**config.mk**
```make
export PLATFORM = sky130hd
export DESIGN_NAME = video_layer_mixer
export DESIGN_NICKNAME = d
export VERILOG_FILES = /design/src/rtl/video_layer_mixer.sv
export SDC_FILE = /design/constraint.sdc
export NUM_CORES = 1
export LEC_CHECK = 0
export CAP_MARGIN = 20
export CORE_AREA = 2 2 89 91
export CTS_BUF_LIST = sky130_fd_sc_hd__clkbuf_16
export CTS_CLUSTER_DIAMETER = 80
export CTS_CLUSTER_SIZE = 12
export DETAILED_ROUTE_END_ITERATION = 10
export DIE_AREA = 0 0 91 93
export PLACE_DENSITY = 0.71
export SKIP_CTS_REPAIR_TIMING = 1
export SYNTH_ARGS = -nofsm -noshare
export SYNTH_HDL_FRONTEND = slang
export SYNTH_SLANG_ARGS = --single-unit
```
**constraint.sdc**
```tcl
create_clock -name clk -period 3.8 [get_ports clk]
set_clock_uncertainty 0.15 [all_clocks]
set_input_delay 0.57 -clock clk [delete_from_list [all_inputs] [get_ports clk]]
set_output_delay 0.57 -clock clk [all_outputs]
set_load 0.005 [all_outputs]
```
**src/rtl/video_layer_mixer.sv**
```systemverilog
// video_layer_mixer
// Picks one of NUM_SRC full-frame RGB sources and crossfades through black
// whenever the selection changes. Fade steps advance on frame_start pulses.
// An unscaled overlay and a blank override sit on top of the faded pixel.
// The pixel and status outputs are registered; sync timing is not touched here.
module video_layer_mixer #(
    parameter  int NUM_SRC         = 3,
    parameter  int COLOR_W         = 4,
    parameter  int FADE_STEPS      = 8,
    parameter  int FRAMES_PER_STEP = 2,
    localparam int SEL_W           = (NUM_SRC > 1) ? $clog2(NUM_SRC) : 1,
    localparam int LVL_W           = $clog2(FADE_STEPS) + 1
) (
    input  logic                         clk,
    input  logic                         reset_out,
    input  logic [SEL_W-1:0]             src_sel,
    input  logic [NUM_SRC*3*COLOR_W-1:0] src_rgb,
    input  logic                         overlay_en,
    input  logic [3*COLOR_W-1:0]         overlay_rgb,
    input  logic                         frame_start,
    input  logic                         blank,
    output logic [COLOR_W-1:0]           r,
    output logic [COLOR_W-1:0]           g,
    output logic [COLOR_W-1:0]           b,
    output logic                         fading,
    output logic [SEL_W-1:0]             active_src
);

    typedef enum logic [1:0] {
        SHOW     = 2'd0,
        FADE_OUT = 2'd1,
        FADE_IN  = 2'd2
    } state_t;

    localparam int              SHIFT     = $clog2(FADE_STEPS);
    localparam int              PROD_W    = COLOR_W + LVL_W;
    localparam logic [LVL_W-1:0] LVL_MAX  = LVL_W'(FADE_STEPS);
    localparam logic [LVL_W-1:0] LVL_ZERO = {LVL_W{1'b0}};
    localparam logic [LVL_W-1:0] LVL_ONE  = LVL_W'(1);
    localparam logic [3:0]      FCNT_LAST = 4'(FRAMES_PER_STEP - 1);
    localparam logic [31:0]     NUM_SRC_C = 32'(NUM_SRC);

    // Channel brightness scaling: (c * lvl) >> log2(FADE_STEPS), truncating.
    function automatic logic [COLOR_W-1:0] scale_chan(
        input logic [COLOR_W-1:0] c,
        input logic [LVL_W-1:0]   l
    );
        logic [PROD_W-1:0] prod;
        prod = PROD_W'(c) * PROD_W'(l);
        return COLOR_W'(prod >> SHIFT);
    endfunction

    state_t               state_r, state_nx_s;
    logic [LVL_W-1:0]     lvl_r, lvl_nx_s, lvl_inc_s;
    logic [3:0]           fcnt_r, fcnt_nx_s;
    logic [SEL_W-1:0]     pend_r, pend_nx_s;
    logic [SEL_W-1:0]     active_r, active_nx_s;
    logic                 sel_in_range_s;
    logic                 req_valid_s;
    logic                 tick_s;
    logic [3*COLOR_W-1:0] src_pix_s;
    logic [3*COLOR_W-1:0] pix_nx_s;
    logic [COLOR_W-1:0]   r_r, g_r, b_r;
    logic                 fading_r;

    // Request qualification and fade step tick.
    always_comb begin
        sel_in_range_s = ({{(32-SEL_W){1'b0}}, src_sel} < NUM_SRC_C);
        req_valid_s    = sel_in_range_s && (src_sel != active_r);
        tick_s         = frame_start && (fcnt_r == FCNT_LAST);
        lvl_inc_s      = lvl_r + LVL_ONE;
    end

    // Fade FSM next-state, level, frame counter and source bookkeeping.
    always_comb begin
        state_nx_s  = state_r;
        lvl_nx_s    = lvl_r;
        fcnt_nx_s   = fcnt_r;
        pend_nx_s   = pend_r;
        active_nx_s = active_r;
        case (state_r)
            SHOW: begin
                lvl_nx_s  = LVL_MAX;
                fcnt_nx_s = 4'd0;
                if (req_valid_s) begin
                    pend_nx_s  = src_sel;
                    state_nx_s = FADE_OUT;
                end else begin
                    state_nx_s = SHOW;
                end
            end
            FADE_OUT: begin
                if (sel_in_range_s) begin
                    pend_nx_s = src_sel;
                end else begin
                    pend_nx_s = pend_r;
                end
                if (tick_s) begin
                    fcnt_nx_s = 4'd0;
                    // A reversal taken at level 0 still needs one tick here
                    // before the swap, so clamp instead of wrapping.
                    if (lvl_r <= LVL_ONE) begin
                        lvl_nx_s    = LVL_ZERO;
                        active_nx_s = pend_r;
                        state_nx_s  = FADE_IN;
                    end else begin
                        lvl_nx_s = lvl_r - LVL_ONE;
                    end
                end else if (frame_start) begin
                    fcnt_nx_s = fcnt_r + 4'd1;
                end else begin
                    fcnt_nx_s = fcnt_r;
                end
            end
            FADE_IN: begin
                // A new request reverses the fade and wins over a same-cycle tick.
                if (req_valid_s) begin
                    pend_nx_s  = src_sel;
                    fcnt_nx_s  = 4'd0;
                    state_nx_s = FADE_OUT;
                end else if (tick_s) begin
                    fcnt_nx_s = 4'd0;
                    lvl_nx_s  = lvl_inc_s;
                    if (lvl_inc_s >= LVL_MAX) begin
                        state_nx_s = SHOW;
                    end else begin
                        state_nx_s = FADE_IN;
                    end
                end else if (frame_start) begin
                    fcnt_nx_s = fcnt_r + 4'd1;
                end else begin
                    fcnt_nx_s = fcnt_r;
                end
            end
            default: begin
                state_nx_s = SHOW;
                lvl_nx_s   = LVL_MAX;
                fcnt_nx_s  = 4'd0;
            end
        endcase
    end

    // Source mux for the currently active source.
    always_comb begin
        src_pix_s = src_rgb[3*COLOR_W-1:0];
        for (int k = 0; k < NUM_SRC; k++) begin
            src_pix_s = (active_r == SEL_W'(k)) ? src_rgb[k*3*COLOR_W +: 3*COLOR_W] : src_pix_s;
        end
    end

    // Pixel priority: blank, then overlay, then faded source.
    always_comb begin
        pix_nx_s = {(3*COLOR_W){1'b0}};
        if (blank) begin
            pix_nx_s = {(3*COLOR_W){1'b0}};
        end else if (overlay_en) begin
            pix_nx_s = overlay_rgb;
        end else begin
            pix_nx_s = {scale_chan(src_pix_s[3*COLOR_W-1:2*COLOR_W], lvl_r),
                        scale_chan(src_pix_s[2*COLOR_W-1:COLOR_W],   lvl_r),
                        scale_chan(src_pix_s[COLOR_W-1:0],           lvl_r)};
        end
    end

    // State, level, counters and registered outputs.
    always_ff @(posedge clk) begin
        if (reset_out) begin
            state_r  <= SHOW;
            lvl_r    <= LVL_MAX;
            fcnt_r   <= 4'd0;
            pend_r   <= {SEL_W{1'b0}};
            active_r <= {SEL_W{1'b0}};
            r_r      <= {COLOR_W{1'b0}};
            g_r      <= {COLOR_W{1'b0}};
            b_r      <= {COLOR_W{1'b0}};
            fading_r <= 1'b0;
        end else begin
            state_r  <= state_nx_s;
            lvl_r    <= lvl_nx_s;
            fcnt_r   <= fcnt_nx_s;
            pend_r   <= pend_nx_s;
            active_r <= active_nx_s;
            r_r      <= pix_nx_s[3*COLOR_W-1:2*COLOR_W];
            g_r      <= pix_nx_s[2*COLOR_W-1:COLOR_W];
            b_r      <= pix_nx_s[COLOR_W-1:0];
            fading_r <= (state_nx_s != SHOW);
        end
    end

    assign r          = r_r;
    assign g          = g_r;
    assign b          = b_r;
    assign fading     = fading_r;
    assign active_src = active_r;

endmodule
```
==> impl_metrics.tcl <==
set metrics [dict create \
    outcome "finished, final reports clean" \
    drtIter0Drc 117 \
    grt_util_met2 0.311 \
    place_congestion 0.865 \
    synth_ff_type "dfxtp_1" \
    finalCritPeriodShare 0.988 \
    final_common_cell "clkdlybuf4s50_1" \
    grt_pass1_wl_um 12200 \
    nFillCells 708 \
    cts_max_path_buffers 2 \
    placed_area_um2 3930 \
    p_leak_nw 1.90 \
    critPathMaxFanout 2 \
    vias_per_cell 5.18 \
    fin_area_um2 4190 \
    ys_seq_area_frac 0.186 \
    drive_gt1_frac 0.175 \
    diodes 0 \
    synth-seq-cells 27 \
    crit_arrival_ps 3810 \
    synthArstFlopShare 0 \
    ys_warn_count 0 \
    peakVddDrop_mv 0.143 \
    post_drt_wl_per_cell_um 13.7 \
    place_inst 536 \
    numCtsBuffers 3 \
    layoutNonFillerInstCount 548 \
    drt-pass1-iter-count 4 \
    setup_slack_ps 45.5 \
    yosysTopAreaCell "dfxtp_1" \
    pre_cts_ws_ps -601 \
    worstPathRequired_ps 3860 \
    cts-root-buf "clkbuf_16" \
    grtUsageMet1 0.220 \
    cp-end-kind "flop" \
    grt_max_degree 23 \
    cts_tree "built" \
    drc 0 \
    gr-max-usage-layer "met2" \
    layout_min_cycle_time_ps 3750 \
    synth-edff-count 0 \
    grt.met3_usage 0.0274 \
    cp-start-kind "input port" \
    utilization 0.556 \
    finalMaxSlewViolations 0 \
    yosys.cell_types.count 49 \
    wl_um 7480 \
    layout_common_cells "clkdlybuf4s50_1, buf_4, ha_1" \
    p_per_area_nw_per_um2 193 \
    grt_use_total 0.172 \
    worst_slew_pin_slew_ps 542 \
    die_area_um2 8460 \
    cts_sinks 27 \
    final_nets 547 \
    grt_antenna_before_repair 0 \
    coreArea_um2 7530 \
    slew_headroom 0.637 \
    clkTransAtPathRegs_ps 70 \
    maxCapViolations 0 \
    dp_hpwl_um 5760 \
    postRouteAntennaNets 0 \
    avgSynthCellArea_um2 8.35 \
    fp.dieH_um 93 \
    syn-num-nets 447 \
    cts.htree.levels 1 \
    fp-row-count 32 \
    num_vias 2841 \
    die_x_um 91 \
    port_buffers 69 \
    critPathKind "in -> reg" \
    synthCells 347 \
    clk_latency_ps 270 \
    synth.top_cell.area_share 0.186 \
    initial_utilization 0.385 \
    synth.area.top_cells "dfxtp_1, ha_1, mux2i_1" \
    pin_count 70 \
    hold_viol_final 0 \
    overflow 0 \
    area_growth_pct 44.5 \
    grt_pass1_vias 2714 \
    max_freq_ghz 0.266 \
    synthesis.area_um2 2900 \
    finalSetupViolations 0 \
    holdWs_ps 319 \
    min_path_type "reg -> reg" \
]
-- layout make-up --
type / count / area [um2] / share of cell area
timing repair buffer: 112 / 1090 / 0.261
clock buffer: 3 / 75.1 / 0.0179
multi-input combinational: 277 / 2250 / 0.537
sequential: 27 / 542 / 0.129
tap: 102 / 128 / 0.0305
inverter: 26 / 97.6 / 0.0233
clock inverter: 1 / 5.00 / 0.00120
-- worst paths after layout --
check | from | to | slack, ps | depth (start not counted)
hold / removal | pend_r[1] | active_src[1] | 320 | 2
setup / recovery | src_rgb[28] | g[3] | 50 | 14
hold reg to reg | pend_r[1] | active_src[1] | 320 | 2
setup reg to reg | active_src[1] | r[3] | 210 | 16
-- cell usage after synthesis (all sizes together) (9+ instances only) --
master and count:
a21oi 23, and2 27, buf 9, dfxtp 27
fa 12, ha 33, inv 26, mux2i 31
nand2 24, nand3 14, nor2 18, nor2b 11
o21ai 18
-- where the power goes --
part	internal (W)	total, W	switching (W)
clock network	0.000142	0.000245	0.000103
registers	0.000295	0.000303	0.00000811
logic	0.000147	0.000259	0.000112
total	0.000584	0.000807	0.000223
-- kinds of logic after synthesis --
group / after synthesis / synth area share
buffers and inverters: 43 / 0.0656
XOR/XNOR: 9 / 0.0272
flip-flops: 27 / 0.186
adder cells (fa/ha/maj): 45 / 0.225
multiplexers: 32 / 0.116
AO/OA/AOI/OAI: 67 / 0.141
AND/OR/NAND/NOR: 124 / 0.238
-- per-layer routing --
| metal | share of wire | vias to the layer above |
|---|---|---|
| li1 | - | 1418 |
| met1 | 0.44 | 1322 |
| met2 | 0.49 | 86 |
| met3 | 0.051 | 15 |
| met4 | 0.0090 | 0 |
| met5 | 0 | - |
-- registers in the layout, indices dropped and copies added (netlist names) --
signal      count
active_src      2
b               4
fading          1
fcnt_r          4
g               4
lvl_r           4
pend_r          2
r               4
state_r         2
-- stage by stage --
step / total power, W / setup TNS [ps]
floorplan: 0.000427 / 0
global placement: 0.000547 / -1780
detailed placement: 0.000553 / -2350
CTS: 0.000799 / -910
global route: 0.000853 / -100
finish: 0.000807 / 0
-- worst max-delay path: stages --
cell	delay, ps
clkdlybuf4s50_1	470
mux2i_1	80
mux2i_1	200
nand2_1	110
fa_1	540
inv_1	50
fa_1	520
inv_2	50
fa_2	380
nor2b_4	140
o21ai_2	60
and3_1	150
or4_1	390
nand3_1	90
No activity file was read; power rests on OpenSTA's default activity.
